$ cat config.mk
export PLATFORM = sky130hd
export DESIGN_NAME = eth_mac_pause_ctrl
export DESIGN_NICKNAME = d
export VERILOG_FILES = /design/src/rtl/eth_mac_pkg.sv /design/src/rtl/eth_pause_timer.sv /design/src/rtl/eth_mac_pause_ctrl.sv
export SDC_FILE = /design/constraint.sdc
export NUM_CORES = 1
export LEC_CHECK = 0
export CAP_MARGIN = 10
export CORE_MARGIN = 2
export CORE_UTILIZATION = 53
export CTS_BUF_LIST = sky130_fd_sc_hd__clkbuf_4
export DETAILED_ROUTE_END_ITERATION = 10
export PLACE_DENSITY = 0.94
export SLEW_MARGIN = 0
export SYNTH_ARGS = -nofsm -noshare
export SYNTH_HDL_FRONTEND = slang
export SYNTH_SLANG_ARGS = --single-unit
$ cat constraint.sdc
create_clock -name clk -period 7 [get_ports clk]
set_clock_uncertainty 0.2 [all_clocks]
set_input_delay 1.05 -clock clk [delete_from_list [all_inputs] [get_ports clk]]
set_output_delay 1.05 -clock clk [all_outputs]
set_load 0.05 [all_outputs]
$ cat src/rtl/eth_mac_pkg.sv
// Shared constants and types for the Ethernet MAC flow-control path.
// Holds MAC-control PAUSE frame fields and the pause controller state set.
package eth_mac_pkg;

    localparam logic [47:0] PAUSE_DA           = 48'h0180C2000001;
    localparam logic [15:0] ETHERTYPE_MAC_CTRL = 16'h8808;
    localparam logic [15:0] OPCODE_PAUSE       = 16'h0001;
    localparam int          PAUSE_FRAME_LEN    = 60;

    typedef enum logic [1:0] {
        ST_IDLE,
        ST_USER,
        ST_PAUSE_TX
    } pause_ctrl_state_t;

    // Byte 'idx' of a PAUSE frame; everything past the quanta is padding.
    function automatic logic [7:0] pause_byte(
        input logic [5:0]  idx,
        input logic [47:0] mac,
        input logic [15:0] quanta
    );
        logic [47:0] da;
        logic [15:0] etype;
        logic [15:0] opcode;
        logic [7:0]  b;
        int          i;
        da     = PAUSE_DA;
        etype  = ETHERTYPE_MAC_CTRL;
        opcode = OPCODE_PAUSE;
        i      = int'(idx);
        b      = 8'h00;
        unique case (1'b1)
            (idx <= 6'd5):                 b = da[8*(5-i) +: 8];
            (idx >= 6'd6 && idx <= 6'd11): b = mac[8*(11-i) +: 8];
            (idx == 6'd12):                b = etype[15:8];
            (idx == 6'd13):                b = etype[7:0];
            (idx == 6'd14):                b = opcode[15:8];
            (idx == 6'd15):                b = opcode[7:0];
            (idx == 6'd16):                b = quanta[15:8];
            (idx == 6'd17):                b = quanta[7:0];
            default:                       b = 8'h00;
        endcase
        return b;
    endfunction

endpackage

$ cat src/rtl/eth_pause_timer.sv
// Received-PAUSE hold-off counter: quanta count plus per-quantum cycle timer.
// Timer terminal count follows GMII or MII pacing via mii_select.
module eth_pause_timer #(
    parameter int QUANTA_WIDTH        = 16,
    parameter int GMII_CYC_PER_QUANTA = 64,
    parameter int MII_CYC_PER_QUANTA  = 128
) (
    input  logic                    clk,
    input  logic                    rst,
    input  logic                    load,
    input  logic [QUANTA_WIDTH-1:0] load_quanta,
    input  logic                    clk_enable,
    input  logic                    mii_select,
    output logic                    paused
);

    localparam int MAX_TC = (GMII_CYC_PER_QUANTA > MII_CYC_PER_QUANTA ?
                             GMII_CYC_PER_QUANTA : MII_CYC_PER_QUANTA) - 1;
    localparam int TW = (MAX_TC > 0) ? $clog2(MAX_TC + 1) : 1;

    localparam logic [TW-1:0] GMII_TC = TW'(GMII_CYC_PER_QUANTA - 1);
    localparam logic [TW-1:0] MII_TC  = TW'(MII_CYC_PER_QUANTA - 1);

    logic [QUANTA_WIDTH-1:0] pause_count;
    logic [TW-1:0]           timer;
    logic [TW-1:0]           term;
    logic                    at_term;

    assign term    = mii_select ? MII_TC : GMII_TC;
    assign at_term = (timer >= term);
    assign paused  = (pause_count != '0);

    // Load on a received PAUSE, otherwise count enabled cycles down to zero.
    always_ff @(posedge clk) begin
        if (rst) begin
            pause_count <= '0;
            timer       <= '0;
        end else if (load) begin
            pause_count <= load_quanta;
            timer       <= '0;
        end else if (pause_count != '0 && clk_enable) begin
            if (at_term) begin
                timer       <= '0;
                pause_count <= pause_count - 1'b1;
            end else begin
                timer <= timer + 1'b1;
            end
        end
    end

endmodule

$ cat src/rtl/eth_mac_pause_ctrl.sv
// 802.3x flow control ahead of the GMII TX framer: RX-pause hold-off and PAUSE injection.
// Build option ETH_PAUSE_STATS_EN adds saturating PAUSE tx/rx frame counters.
module eth_mac_pause_ctrl
    import eth_mac_pkg::*;
#(
    parameter int DATA_WIDTH          = 8,
    parameter int QUANTA_WIDTH        = 16,
    parameter int GMII_CYC_PER_QUANTA = 64,
    parameter int MII_CYC_PER_QUANTA  = 128
) (
    input  logic                    clk,
    input  logic                    rst,
    input  logic [DATA_WIDTH-1:0]   s_axis_tdata,
    input  logic                    s_axis_tvalid,
    output logic                    s_axis_tready,
    input  logic                    s_axis_tlast,
    input  logic                    s_axis_tuser,
    output logic [DATA_WIDTH-1:0]   m_axis_tdata,
    output logic                    m_axis_tvalid,
    input  logic                    m_axis_tready,
    output logic                    m_axis_tlast,
    output logic                    m_axis_tuser,
    input  logic                    tx_pause_req,
    input  logic [QUANTA_WIDTH-1:0] tx_pause_quanta,
    input  logic [47:0]             src_mac,
    input  logic                    rx_pause_valid,
    input  logic [QUANTA_WIDTH-1:0] rx_pause_quanta,
    input  logic                    clk_enable,
    input  logic                    mii_select,
    output logic                    paused,
    output logic                    busy
`ifdef ETH_PAUSE_STATS_EN
    ,
    output logic [31:0]             stat_pause_tx,
    output logic [31:0]             stat_pause_rx
`endif
);

    if (DATA_WIDTH != 8) begin : g_bad_width
        $error("eth_mac_pause_ctrl: only DATA_WIDTH=8 is supported");
    end

    localparam logic [5:0] LAST_IDX = 6'(PAUSE_FRAME_LEN - 1);

    pause_ctrl_state_t       state_q, state_d;
    logic [5:0]              idx_q, idx_d;
    logic                    pend_q;
    logic [QUANTA_WIDTH-1:0] pend_quanta_q;
    logic [QUANTA_WIDTH-1:0] frame_quanta_q;
    logic                    enter_pause;

    eth_pause_timer #(
        .QUANTA_WIDTH        (QUANTA_WIDTH),
        .GMII_CYC_PER_QUANTA (GMII_CYC_PER_QUANTA),
        .MII_CYC_PER_QUANTA  (MII_CYC_PER_QUANTA)
    ) u_timer (
        .clk         (clk),
        .rst         (rst),
        .load        (rx_pause_valid),
        .load_quanta (rx_pause_quanta),
        .clk_enable  (clk_enable),
        .mii_select  (mii_select),
        .paused      (paused)
    );

    assign busy = (state_q != ST_IDLE);

    // Arbitration and stream muxing; user beats pass through with zero latency.
    always_comb begin
        state_d       = state_q;
        idx_d         = idx_q;
        enter_pause   = 1'b0;
        m_axis_tdata  = '0;
        m_axis_tvalid = 1'b0;
        m_axis_tlast  = 1'b0;
        m_axis_tuser  = 1'b0;
        s_axis_tready = 1'b0;
        unique case (state_q)
            ST_IDLE: begin
                if (pend_q) begin
                    state_d     = ST_PAUSE_TX;
                    idx_d       = 6'd0;
                    enter_pause = 1'b1;
                end else if (!paused && s_axis_tvalid) begin
                    m_axis_tdata  = s_axis_tdata;
                    m_axis_tvalid = 1'b1;
                    m_axis_tlast  = s_axis_tlast;
                    m_axis_tuser  = s_axis_tuser;
                    s_axis_tready = m_axis_tready;
                    if (m_axis_tready && !s_axis_tlast) begin
                        state_d = ST_USER;
                    end
                end
            end
            ST_USER: begin
                m_axis_tdata  = s_axis_tdata;
                m_axis_tvalid = s_axis_tvalid;
                m_axis_tlast  = s_axis_tlast;
                m_axis_tuser  = s_axis_tuser;
                s_axis_tready = m_axis_tready;
                if (s_axis_tvalid && m_axis_tready && s_axis_tlast) begin
                    state_d = ST_IDLE;
                end
            end
            ST_PAUSE_TX: begin
                m_axis_tdata  = DATA_WIDTH'(pause_byte(idx_q, src_mac,
                                                       16'(frame_quanta_q)));
                m_axis_tvalid = 1'b1;
                m_axis_tlast  = (idx_q == LAST_IDX);
                if (m_axis_tready) begin
                    if (idx_q == LAST_IDX) begin
                        state_d = ST_IDLE;
                    end else begin
                        idx_d = idx_q + 6'd1;
                    end
                end
            end
            default: state_d = ST_IDLE;
        endcase
        if (rst) begin
            m_axis_tdata  = '0;
            m_axis_tvalid = 1'b0;
            m_axis_tlast  = 1'b0;
            m_axis_tuser  = 1'b0;
            s_axis_tready = 1'b0;
        end
    end

    // State, byte index and the last-wins pending PAUSE request.
    always_ff @(posedge clk) begin
        if (rst) begin
            state_q        <= ST_IDLE;
            idx_q          <= 6'd0;
            pend_q         <= 1'b0;
            pend_quanta_q  <= '0;
            frame_quanta_q <= '0;
        end else begin
            state_q <= state_d;
            idx_q   <= idx_d;
            if (tx_pause_req) begin
                pend_q        <= 1'b1;
                pend_quanta_q <= tx_pause_quanta;
            end else if (enter_pause) begin
                pend_q <= 1'b0;
            end
            if (enter_pause) begin
                frame_quanta_q <= pend_quanta_q;
            end
        end
    end

`ifdef ETH_PAUSE_STATS_EN
    logic pause_done;

    assign pause_done = (state_q == ST_PAUSE_TX) && m_axis_tready &&
                        (idx_q == LAST_IDX);

    // Saturating counts of PAUSE frames sent and received.
    always_ff @(posedge clk) begin
        if (rst) begin
            stat_pause_tx <= '0;
            stat_pause_rx <= '0;
        end else begin
            if (pause_done && stat_pause_tx != '1) begin
                stat_pause_tx <= stat_pause_tx + 32'd1;
            end
            if (rx_pause_valid && stat_pause_rx != '1) begin
                stat_pause_rx <= stat_pause_rx + 32'd1;
            end
        end
    end
`endif

endmodule

Yosys cells after proc, flatten, opt, wreduce, memory -nomap -nowiden
Index checks and enable logic that the tools add are counted.
{"block": "classes", "magnitude_cmp": 4, "reduce_logical": 19, "eq_ne": 15, "shifts": 2, "addsub": 5, "mux": 41}
{"cell": "one-hot mux 8 bit (7 select lines)", "count": 1}
{"cell": "2-to-1 mux 16 bit", "count": 3}
{"cell": "variable part select 48 x 10 -> 8 bit", "count": 1}
{"cell": "variable part select 48 x 10 -> 8 bit (first input constant)", "count": 1}
{"cell": "2-to-1 mux 8 bit", "count": 3}
{"cell": "one-hot mux 8 bit (3 select lines)", "count": 1}
{"cell": "== test 6 x 4 -> 1 bit (second input constant)", "count": 3}
{"cell": "2-to-1 mux 6 bit", "count": 3}
{"cell": "2-to-1 mux 1 bit", "count": 16}
{"cell": "nonzero test 16 bit", "count": 1}
{"cell": "subtractor 16 x 1 -> 16 bit (second input constant)", "count": 1}
{"cell": "2-to-1 mux 7 bit", "count": 2}
{"cell": "== test 6 x 5 -> 1 bit (second input constant)", "count": 2}
{"cell": "2-to-1 mux 2 bit", "count": 6}
{"cell": "one-hot mux 6 bit (2 select lines)", "count": 1}
{"cell": "!= test 2 bit (second input constant)", "count": 5}
{"cell": "nonzero test 2 bit", "count": 5}
{"cell": "adder 7 x 1 -> 7 bit (second input constant)", "count": 1}
{"cell": "greater-or-equal comparator 7 bit", "count": 1}
{"cell": "subtractor 3 x 6 -> 7 bit (first input constant)", "count": 1}
{"cell": "subtractor 4 x 6 -> 7 bit (first input constant)", "count": 1}
{"cell": "adder 6 x 1 -> 6 bit (second input constant)", "count": 1}
{"cell": "== test 6 bit (second input constant)", "count": 1}
{"cell": "greater-or-equal comparator 6 x 3 -> 1 bit (second input constant)", "count": 1}
{"cell": "other kinds (15)", "count": 24}
{"block": "totals", "wordCells": 93, "out_inout_bits": 14, "reg_bits": 64, "in_bits": 98}

Depth between registers and ports, before layout
Gate-level depths: netlist of run 1.
{"block": "logic_depth", "word_depth": 7, "mapped_depth": 10, "ltp_nobuf": 7}

Modules after synthesis
A second synthesis of run 1 with hierarchy kept.
{"block": "hier_totals", "hier_cells": 476, "area_unflattened_um2": 4043.9}
{"module": "eth_mac_pause_ctrl", "seq_area_each_um2": 820.8, "instances": 1, "area_each_um2": 2676.3, "cells_each": 318}
{"module": "eth_pause_timer", "seq_area_each_um2": 460.4, "instances": 1, "area_each_um2": 1367.6, "cells_each": 158}

Least setup slack after synthesis of run 1
Ideal clock, no wire load.
{"block": "synth_timing", "kind": "flip-flop to output port", "from": "register idx_q[0]", "to": "output m_axis_tdata[0]", "required_time_ps": 5750, "t_arrival_ps": 2753, "setup_slack_ps": 2997, "path_stages_with_launch": 11, "n_path_buf": 4, "cell_sequence": "dfxtp_1 > clkbuf_1 > buf_2 > buf_2 > inv_1 > ha_1 > and4b_1 > clkbuf_1 > nor3_1 > a211oi_1 > a22o_1"}
{"block": "synth_between", "elab_chain_len": 5, "word_cells_on_any_way": 16, "cone_classes": "add/sub: 2; order compare: 3; eq/ne: 5; shift: 2; mux: 3; reduce/logical: 1"}
{"element": "start, declared", "line_no": "eth_mac_pause_ctrl.sv:46", "rtl": "logic [5:0] idx_q, idx_d;"}
{"element": "start signal, assigned", "line_no": "eth_mac_pause_ctrl.sv:139", "rtl": "idx_q <= idx_d;"}
{"element": "subtractor 4 x 6 -> 7 bit, or another cell as far along", "line_no": "eth_mac_pkg.sv:34", "rtl": "(idx >= 6'd6 && idx <= 6'd11): b = mac[8*(11-i) +: 8];"}
{"element": "variable part select 48 x 10 -> 8 bit, or another cell as far along", "line_no": "eth_mac_pkg.sv:34"}
{"element": "one-hot mux 8 bit (7 select lines) *", "line_no": "eth_mac_pkg.sv:32", "rtl": "unique case (1'b1)"}
{"element": "one-hot mux 8 bit (3 select lines) *", "line_no": "eth_mac_pause_ctrl.sv:78", "rtl": "unique case (state_q)"}
{"element": "2-to-1 mux 8 bit *", "line_no": "eth_mac_pause_ctrl.sv:120", "rtl": "if (rst) begin"}
{"element": "end, declared", "line_no": "eth_mac_pause_ctrl.sv:18", "rtl": "output logic [DATA_WIDTH-1:0] m_axis_tdata,"}
Every way passes the cells marked *; elsewhere a longest branch is shown, timed or not.

Worst setup path in the final report of run 1
{"block": "layout_timing", "from": "register idx_q[2]", "to": "output m_axis_tdata[1]"}
The elaborated chain is that of the path after synthesis.

==> impl_results.md, run 1 <==
* Static leakage at 1.991 nW
* Clock Path Buffers at 2
* Vias per inst at 5.881
* Final ANT Viol Nets at 0
* Min Clock Period, post-route at 5233 ps
* 1st-iter DRT viols at 265
* Clk Latency, worst-skew pair at 420 ps
* # IOs at 112
* Met3 Use GR at 6.203%
* CTS Sinks at 64
* Worst Setup End Kind: primary output
* PwrDens at 165.1 nW/µm²
* Share of the synthesized area in the top cell type at 32.84%
* Post-CTS Setup Repair Bufs at 0
* Most common cell after layout, fill and taps aside: clkdlybuf4s50_1
* Port bufs at 111
* Rows at 31
* DIE AREA at 8063 µm²
* DRC violations left at 0
* H-Tree Depth at 3
* Gr ovfl total at 0
* Core Footprint at 7176 µm²
* Met2 Track Usage GR at 45.39%
* Share of cells above drive strength 1 at 7.965%
* Worst Setup SP: idx_q[2]
* CTS root buffer: clkbuf_4
* Post-Syn Instances at 465
* Worst Tran Pin Value at 1120 ps
* Vias in the first global route at 3711
* DRT Pass-1 Iters at 5
* Global Route Usage Sum at 26.17%
* R2r setup slk at 4340 ps
* CTS tree: built
* Syn_area_per_cell at 8.390 µm²
* Dpl hpwl at 7899 µm
* Final Max Tran Viols at 0
* GR peak layer: met2
* Routability cong. at 0.9038
* Post_cts resized at 0
* Startpoint types: flop
* Critical R2R Launch: u_timer.timer[0]
* Setup TNS at 0 ps
* Wirelength per Cell at 16.39 µm
* CTS clk-pin slew, worst paths at 130 ps
* Status: completed
* Via count at 3905
* Hold wc startpoint: pend_quanta_q[6]
* Netlist cell types at 55
* Post-synth EDFFs at 0
* Area Overhead vs Synth at 34.16%
* Hold Path Sink: frame_quanta_q[6]
* Peak Freq at 0.1911 GHz
* Pin count of the biggest net entering global routing at 63
* Synth top area cells: dfxtp_1, mux2i_1, a21oi_1
* Hold path depth at 2
* Ys Warns at 0
* Fin nets at 671
* Post-CTS Hold Buffers at 0
* Die Wd at 89.80 µm
* Worst path required time at 5750 ps
* Synth Cell Area at 3901 µm²
* VDD IR max at 137.4 µV
* Num CTS Buffers at 9
* RSZ-0062 raised after global routing: false
* Routed WL at 10880 µm
* Critical Path AT at 3980 ps
* Largest area contributor in the netlist: dfxtp_1
* Initial Util at 54.37%
* Prevailing post-synth register cell: dfxtp_1
* Die Y at 89.80 µm
* Path depth of the worst reg2reg path at 6
* Layout Utilization at 72.94%
* Worst min-delay path category: flop to flop
* WS Path Type: flop to primary output
* Antenna Cells at 0
* Final period utilization at 74.76%
* Reg2Reg Capture Point: u_timer.pause_count[1]
* GR Util met1 at 32.48%
* Initial antenna violation count at 0
* Total nets after synthesis at 576
* Sequential area share after synthesis at 32.84%
* Fraction of registers with async set/reset at 0%
* Maxcap violations at 0
* Setup violations, final at 0
* Register bit total from synthesis at 64
* Commonest non-fill, non-tap cells in the layout: clkdlybuf4s50_1, dfxtp_1, nand2_1, nor2_1, a21oi_1
* CP Max Fanout at 17
* Slew headroom at 25.01%
* Final hold violations at 0
* Global-route wire length before repair at 17420 µm
[through the flow]
step                instances  instance area, µm²  total power, W  hold WS [ps]  setup WS [ps]
floorplan                 465                3901       0.0004900         231.2           2997
global placement          647                5037       0.0005612         240.6           2300
detailed placement        647                5037       0.0005682         249.8           2221
CTS                       663                5206       0.0008620         254.3           1767
global route              664                5234       0.0008964         253.1           1492
finish                    664                5234       0.0008638         249.7           1767
[worst max-delay path by stage]
| stage | to | slack [ps] | cells past startpoint |
|---|---|---|---|
| after global routing | m_axis_tdata[1] | 1490 | 7 |
| after global placement | m_axis_tdata[2] | 2300 | 7 |
| final | m_axis_tdata[1] | 1770 | 7 |
| after floorplan | m_axis_tdata[0] | 3000 | 10 |
| after detailed placement | m_axis_tdata[0] | 2220 | 7 |
| after CTS | m_axis_tdata[0] | 1770 | 7 |
[cell families (layout without fill, tap and decap cells)]
| logic type | count (synthesis) | count (layout) | share of synthesized area, % |
|---|---|---|---|
| adder cells (fa/ha/maj) | 13 | 13 | 4.169 |
| multiplexers | 34 | 34 | 11.29 |
| flip-flops | 64 | 64 | 32.84 |
| AO/OA/AOI/OAI | 104 | 104 | 17.51 |
| buffers and inverters | 55 | 155 | 5.420 |
| XOR/XNOR | 23 | 23 | 5.164 |
| AND/OR/NAND/NOR | 172 | 172 | 23.60 |
[power by group]
part | internal [W] | leakage (nW) | switching [W]
Clock | 0.000148 | 0.0836 | 0.000150
Combinational | 0.0000943 | 1.38 | 0.0000760
Sequential | 0.000380 | 0.524 | 0.0000148
[synthesized netlist by cell type, drive strengths merged (7+ instances only)]
master and number:
nor2 44, mux2i 26, xor2 15, o21a 13
mux4 8, inv 24, nor4 11, clkbuf 26
dfxtp 64, nor3 17, a21oi 40, o21ai 11
a22o 8, a22oi 7, ha 13, nand2 44
xnor2 8
[per-layer routing]
layer  wire length [µm]  up-vias
met5                  0        -
met4                196        0
met3                596       20
met2               5585      161
met1               4503     1858
li1                   -     1866
[registers in the layout, indices dropped and copies added (netlist names)]
| register | cells |
|---|---|
| pend_q | 1 |
| u_timer.timer | 7 |
| state_q | 2 |
| frame_quanta_q | 16 |
| idx_q | 6 |
| u_timer.pause_count | 16 |
| pend_quanta_q | 16 |
[worst max-delay path, stage by stage, from the launching register on]
cell	delay (ps)
dfxtp_1	790
ha_1	280
a21oi_1	90
a221oi_2	340
nor3_1	100
a211oi_1	920
a22o_1	250
clkdlybuf4s50_1	810
[layout make-up]
type | count | area [µm²]
Sequential cell | 64 | 1281
Inverter | 24 | 90.09
Timing Repair Buffer | 115 | 1156
Clock inverter | 7 | 101.3
Multi-Input combinational cell | 346 | 2414
Tap cell | 99 | 123.9
Clock buffer | 9 | 67.56
Fill cell | 502 | 1942
No activity file was read; power rests on OpenSTA's default activity.
==> run 2: changes to the inputs <==
--- a/config.mk
+++ b/config.mk
@@ -7,10 +7,10 @@
 export LEC_CHECK = 0
 export CAP_MARGIN = 10
 export CORE_MARGIN = 2
-export CORE_UTILIZATION = 53
+export CORE_UTILIZATION = 45
 export CTS_BUF_LIST = sky130_fd_sc_hd__clkbuf_4
 export DETAILED_ROUTE_END_ITERATION = 10
-export PLACE_DENSITY = 0.94
+export PLACE_DENSITY = 0.85
 export SLEW_MARGIN = 0
 export SYNTH_ARGS = -nofsm -noshare
 export SYNTH_HDL_FRONTEND = slang
==> constraint.sdc (replaced) <==
create_clock -name clk -period 4.4 [get_ports clk]
set_clock_uncertainty 0.2 [all_clocks]
set_input_delay 0.66 -clock clk [delete_from_list [all_inputs] [get_ports clk]]
set_output_delay 0.66 -clock clk [all_outputs]
set_load 0.05 [all_outputs]
==> impl_results.md, run 2 (synthesis results as in run 1) <==
* Status: completed
* Maxcap violations at 0 (unchanged)
* Commonest non-fill, non-tap cells in the layout: clkdlybuf4s50_1, dfxtp_1, nand2_1, nor2_1, a21oi_1
* Share of cells above drive strength 1 at 9.717% (+1.8 points)
* Worst slack, placed at 516.1 ps (-1705 ps)
* Port bufs at 111 (unchanged)
* Static leakage at 2.043 nW (+2.6%)
* Wirelength per Cell at 16.06 µm (-2.0%)
* CTS clk-pin slew, worst paths at 120 ps (about the same)
* Final period utilization at 94.88%
* Total power at 0.001410 W (+63%)
* Register area at 1281 µm² (unchanged)
* Die Y at 97.11 µm (+8.1%)
* CTS tree: built
* Worst path required time at 3540 ps (-2210 ps)
* Setup violations, final at 0 (unchanged)
* Multi-input gate area at 2419 µm² (+0.21%)
* Global-route wire length before repair at 17750 µm (+1.9%)
* CTS Sinks at 64 (unchanged)
* Dpl cells at 654 (+1.1%)
* Hold path depth at 2 (unchanged)
* Antenna Cells at 0 (unchanged)
* Dpl hpwl at 7806 µm (-1.2%)
* Core Footprint at 8299 µm² (+16%)
* Area Overhead vs Synth at 36.88%
* Min Clock Period, post-route at 4175 ps
* H-Tree Depth at 3 (unchanged)
* Fillers at 676 (+35%)
* Vias in the first global route at 3830 (+3.2%)
* 1st-iter DRT viols at 198 (-25%)
* Clock Path Buffers at 2 (unchanged)
* DIE AREA at 9430 µm² (+17%)
* Pin count of the biggest net entering global routing at 45 (-29%)
* DRT Pass-1 Iters at 6 (+1)
* Die Wd at 97.11 µm (+8.1%)
* Worst-path cell chain: inv_1, ha_1, or3b_2, or4_4, nor2_1, o21ai_0, o22ai_1, clkdlybuf4s50_1
* Num CTS Buffers at 9 (unchanged)
* Worst Setup End Kind: primary output
* Final hold violations at 0 (unchanged)
* Clk Latency, worst-skew pair at 410 ps (about the same)
* Final Non-Filler Cells at 671 (+1.1%)
* Gr ovfl total at 0 (unchanged)
* Vias per inst at 5.705 (-3.0%)
* Most common cell after layout, fill and taps aside: clkdlybuf4s50_1
* VDD IR max at 212.2 µV (+54%)
* Slowest CP cell: clkdlybuf4s50_1
* Peak Freq at 0.2395 GHz
* PwrDens at 264.0 nW/µm² (+60%)
* CP Max Fanout at 5 (-12)
* Global Route Usage Sum at 22.67% (-3.5 points)
* DRC violations left at 0 (unchanged)
* Startpoint types: flop
* Routability cong. at 0.8814 (-2.5%)
* RSZ-0062 raised after global routing: false
* Via count at 3828 (-2.0%)
* # IOs at 112 (unchanged)
* Rows at 33 (+6.5%)
* Crit-path max cell delay at 830 ps (-90 ps)
* Initial antenna violation count at 0 (unchanged)
* Post-CTS Setup Repair Bufs at 0 (unchanged)
* CTS root buffer: clkbuf_4
* Worst min-delay path category: flop to flop
* Top Registers: frame_quanta_q (16), pend_quanta_q (16), u_timer.pause_count (16)
* Initial Util at 47.01% (-7.4 points)
* Final ANT Viol Nets at 0 (unchanged)
* Final Max Tran Viols at 0 (unchanged)
* Path depth of the worst reg2reg path at 6 (unchanged)
* WS Path Type: flop to primary output
* Routed WL at 10780 µm (-0.94%)
* Setup TNS at 0 ps (unchanged)
* Critical Path AT at 3310 ps (-670 ps)
* Slew headroom at 26.58% (+1.6 points)
* Fin nets at 672 (+0.15%)
* Final worst-path setup slack at 225.5 ps (-1541 ps)
* Worst Tran Pin Value at 1096 ps (-23.47 ps)
-- run 2: critical path: cells and delay by family (launching register included) --
kind / cells / cell delay (ps)
buffers and inverters: 2 / 920
adder cells (fa/ha/maj): 1 / 230
AND/OR/NAND/NOR: 3 / 1140
flip-flops: 1 / 350
AO/OA/AOI/OAI: 2 / 260
-- run 2: per-stage QoR --
stage | util, % | hold slack [ps] | cell area [µm²]
after floorplan | - | 231.2 | 3901
after global placement | 61.84 | 242.3 | 5132
after detailed placement | 61.84 | 247.7 | 5132
after CTS | 64.10 | 262.9 | 5320
after global routing | 64.34 | 279.3 | 5340
final | 64.34 | 262.4 | 5340
-- run 2: power by group --
group          internal (W)  switching [W]
combinational      0.000151       0.000119
sequential         0.000605      0.0000237
clock              0.000288       0.000224
-- run 2: per-layer routing --
| layer | part of all wire (%) | vias to the layer above | global-route usage, % | wire, µm |
|---|---|---|---|---|
| li1 | - | 1863 | - | - |
| met1 | 42 | 1816 | 27.61 | 4581 |
| met2 | 50 | 130 | 40.44 | 5401 |
| met3 | 5.7 | 19 | 4.245 | 615 |
| met4 | 1.7 | 0 | 6.934 | 180 |
| met5 | 0 | - | 0 | 0 |
-- run 2: what timing repair did --
action,4_1_cts,5_1_grt
gates resized for setup,0,1
endpoints found under the setup margin,0,8
hold buffers,0,0
-- run 2: path summary, 6_finish.rpt --
check / startpoint / to / slack [ps]
setup reg to reg: u_timer.timer[0] / u_timer.pause_count[3] / 1750
hold reg to reg: frame_quanta_q[7] / frame_quanta_q[7] / 260
setup / recovery: u_timer.pause_count[1] / m_axis_tvalid / 230
hold / removal: frame_quanta_q[7] / frame_quanta_q[7] / 260
-- run 2: cell type report --
cell class | instances | share of cell area (%)
multi-input cells | 346 | 45.29
clock buffers | 9 | 1.265
well taps | 105 | 2.460
clock inverters | 7 | 2.249
repair buffers | 116 | 23.06
flip-flops and latches | 64 | 23.99
inverters | 24 | 1.687
==> run 3: changes to the inputs <==
--- a/config.mk
+++ b/config.mk
@@ -11,6 +11,7 @@
 export CTS_BUF_LIST = sky130_fd_sc_hd__clkbuf_4
 export DETAILED_ROUTE_END_ITERATION = 10
 export PLACE_DENSITY = 0.85
+export SETUP_SLACK_MARGIN = 0.5
 export SLEW_MARGIN = 0
 export SYNTH_ARGS = -nofsm -noshare
 export SYNTH_HDL_FRONTEND = slang
==> impl_results.md, run 3 (synthesis results as in run 1) <==
* Wirelength per Cell at 16.02 µm (-0.26%)
* Dpl cells at 654 (unchanged)
* Setup TNS at 0 ps (unchanged)
* 1st-iter DRT viols at 221 (+12%)
* Worst slack, placed at 516.1 ps (unchanged)
* Startpoint types: flop
* Core Footprint at 8299 µm² (unchanged)
* Commonest non-fill, non-tap cells in the layout: clkdlybuf4s50_1, dfxtp_1, nand2_1, nor2_1, a21oi_1
* Status: completed
* Critical Path AT at 2970 ps (-340 ps)
* Min Clock Period, post-route at 3830 ps (-344.2 ps)
* RSZ-0062 raised after global routing: false
* Final worst-path setup slack at 569.7 ps (+344.2 ps)
* Hold path depth at 2 (unchanged)
* Pin count of the biggest net entering global routing at 45 (unchanged)
* Clk Latency, worst-skew pair at 420 ps (about the same)
* Worst Setup End Kind: primary output
* Worst Tran Pin Value at 1090 ps (-6.129 ps)
* Final ANT Viol Nets at 0 (unchanged)
* DRT Pass-1 Iters at 7 (+1)
* Final period utilization at 87.05% (-7.8 points)
* Dpl hpwl at 7806 µm (unchanged)
* Num CTS Buffers at 9 (unchanged)
* # IOs at 112 (unchanged)
* VDD IR max at 212.0 µV (-0.12%)
* Worst-path cell chain: inv_1, ha_1, and4b_1, a221oi_1, o221ai_1, a22o_1, buf_12
* Gr ovfl total at 0 (unchanged)
* Static leakage at 2.053 nW (+0.48%)
* Global-route wire length before repair at 17850 µm (+0.55%)
* Die Y at 97.11 µm (unchanged)
* Fin nets at 672 (unchanged)
* CTS clk-pin slew, worst paths at 110 ps (about the same)
* CTS root buffer: clkbuf_4
* Top Registers: frame_quanta_q (16), pend_quanta_q (16), u_timer.pause_count (16)
* Hold wc startpoint: frame_quanta_q[7]
* Clock Path Buffers at 2 (unchanged)
* Antenna Cells at 0 (unchanged)
* Die Wd at 97.11 µm (unchanged)
* R2r setup slk at 1750 ps (about the same)
* CTS Sinks at 64 (unchanged)
* Routed WL at 10750 µm (-0.26%)
* Final hold violations at 0 (unchanged)
* Final Non-Filler Cells at 671 (unchanged)
* Global Route Usage Sum at 22.80% (+0.14 points)
* PwrDens at 264.5 nW/µm² (+0.20%)
* DIE AREA at 9430 µm² (unchanged)
* Slew headroom at 26.99% (+0.41 points)
* WS Path Type: flop to primary output
* CTS tree: built
* Reg2Reg Capture Point: u_timer.pause_count[3]
* Vias per inst at 5.773 (+1.2%)
* Routability cong. at 0.8814 (unchanged)
* Vias in the first global route at 3843 (+0.34%)
* Worst min-delay path category: flop to flop
* Maxcap violations at 0 (unchanged)
* Crit-path max cell delay at 670 ps (-160 ps)
* Share of cells above drive strength 1 at 10.42% (+0.71 points)
* Slowest CP cell: dfxtp_1
* Initial Util at 47.01% (unchanged)
* H-Tree Depth at 3 (unchanged)
* Worst path required time at 3540 ps (about the same)
* Hold Path Sink: frame_quanta_q[7]
* Layout Utilization at 64.25% (-0.090 points)
* Port bufs at 111 (unchanged)
* Initial antenna violation count at 0 (unchanged)
* DRC violations left at 0 (unchanged)
* Setup violations, final at 0 (unchanged)
* Rows at 33 (unchanged)
* Via count at 3874 (+1.2%)
* Final Max Tran Viols at 0 (unchanged)
* CP Max Fanout at 17 (+12)
* Most common cell after layout, fill and taps aside: clkdlybuf4s50_1
* Path depth of the worst reg2reg path at 6 (unchanged)
* Area Overhead vs Synth at 36.69%
* Critical R2R Launch: u_timer.timer[0]
* Peak Freq at 0.2611 GHz (+9.0%)
-- run 3: changes by cell type in the layout (fill, tap and decap cells not counted) --
cell             change
dfxtp_2              +1
clkbuf_2             +3
dlygate4sd2_1        +1
a211oi_4             +1
dfxtp_1              -1
a211oi_2             -1
clkdlybuf4s50_1      -4
-- run 3: worst max path at each step --
stage / from / end / slack (ps) / cells after the start
after floorplan: idx_q[0] / m_axis_tdata[0] / 790 / 10
final: idx_q[1] / m_axis_tdata[0] / 570 / 7
after global placement: idx_q[2] / m_axis_tdata[2] / 670 / 7
after detailed placement: idx_q[2] / m_axis_tdata[6] / 520 / 7
after CTS: u_timer.pause_count[1] / m_axis_tvalid / 520 / 8
after global routing: idx_q[1] / m_axis_tdata[0] / 500 / 7
-- run 3: through the flow --
stage / cell area, µm² / total power, W / hold WS (ps)
after floorplan: 3901 / 0.0007795 / 231.2
after global placement: 5132 / 0.0008963 / 242.3
after detailed placement: 5132 / 0.0009054 / 247.7
after CTS: 5323 / 0.001416 / 262.9
after global routing: 5333 / 0.001472 / 279.3
final: 5333 / 0.001410 / 263.4
-- run 3: metal layers --
metal  GRT usage [%]  wire (µm)  up-vias  part of all wire, %
li1                -          -     1862                    -
met1           27.66       4526     1840                   42
met2           40.71       5404      151                   50
met3           4.245        643       21                  6.0
met4           7.259        177        0                  1.6
met5               0          0        -                    0
-- run 3: power breakdown --
group	switching (W)	leakage (nW)	internal [W]
combinational	0.000118	1.43	0.000150
clock	0.000225	0.0961	0.000288
sequential	0.0000238	0.525	0.000605
-- run 3: area by class of cell --
cell class / count / area [µm²]
inverters: 24 / 90.09
clock buffers: 9 / 67.56
fillers: 676 / 2967
well taps: 105 / 131.4
clock inverters: 7 / 120.1
repair buffers: 116 / 1215
flip-flops and latches: 64 / 1282
multi-input cells: 346 / 2426
-- run 3: worst max-delay path, delay by kind of cell (launching register included) --
family	cells	cell delay, ps
AOI/OAI and AO/OA	3	960
DFF	1	670
buffers and inverters	2	350
and+or+nand+nor	1	310
adders and majority gates	1	260
-- run 3: what timing repair did --
action / 4_1_cts / 5_1_grt
resized for setup: 7 / 6
hold buffers: 0 / 0
gates cloned: 0 / 0
setup buffers: 0 / 0
endpoints found under the setup margin: 12 / 11
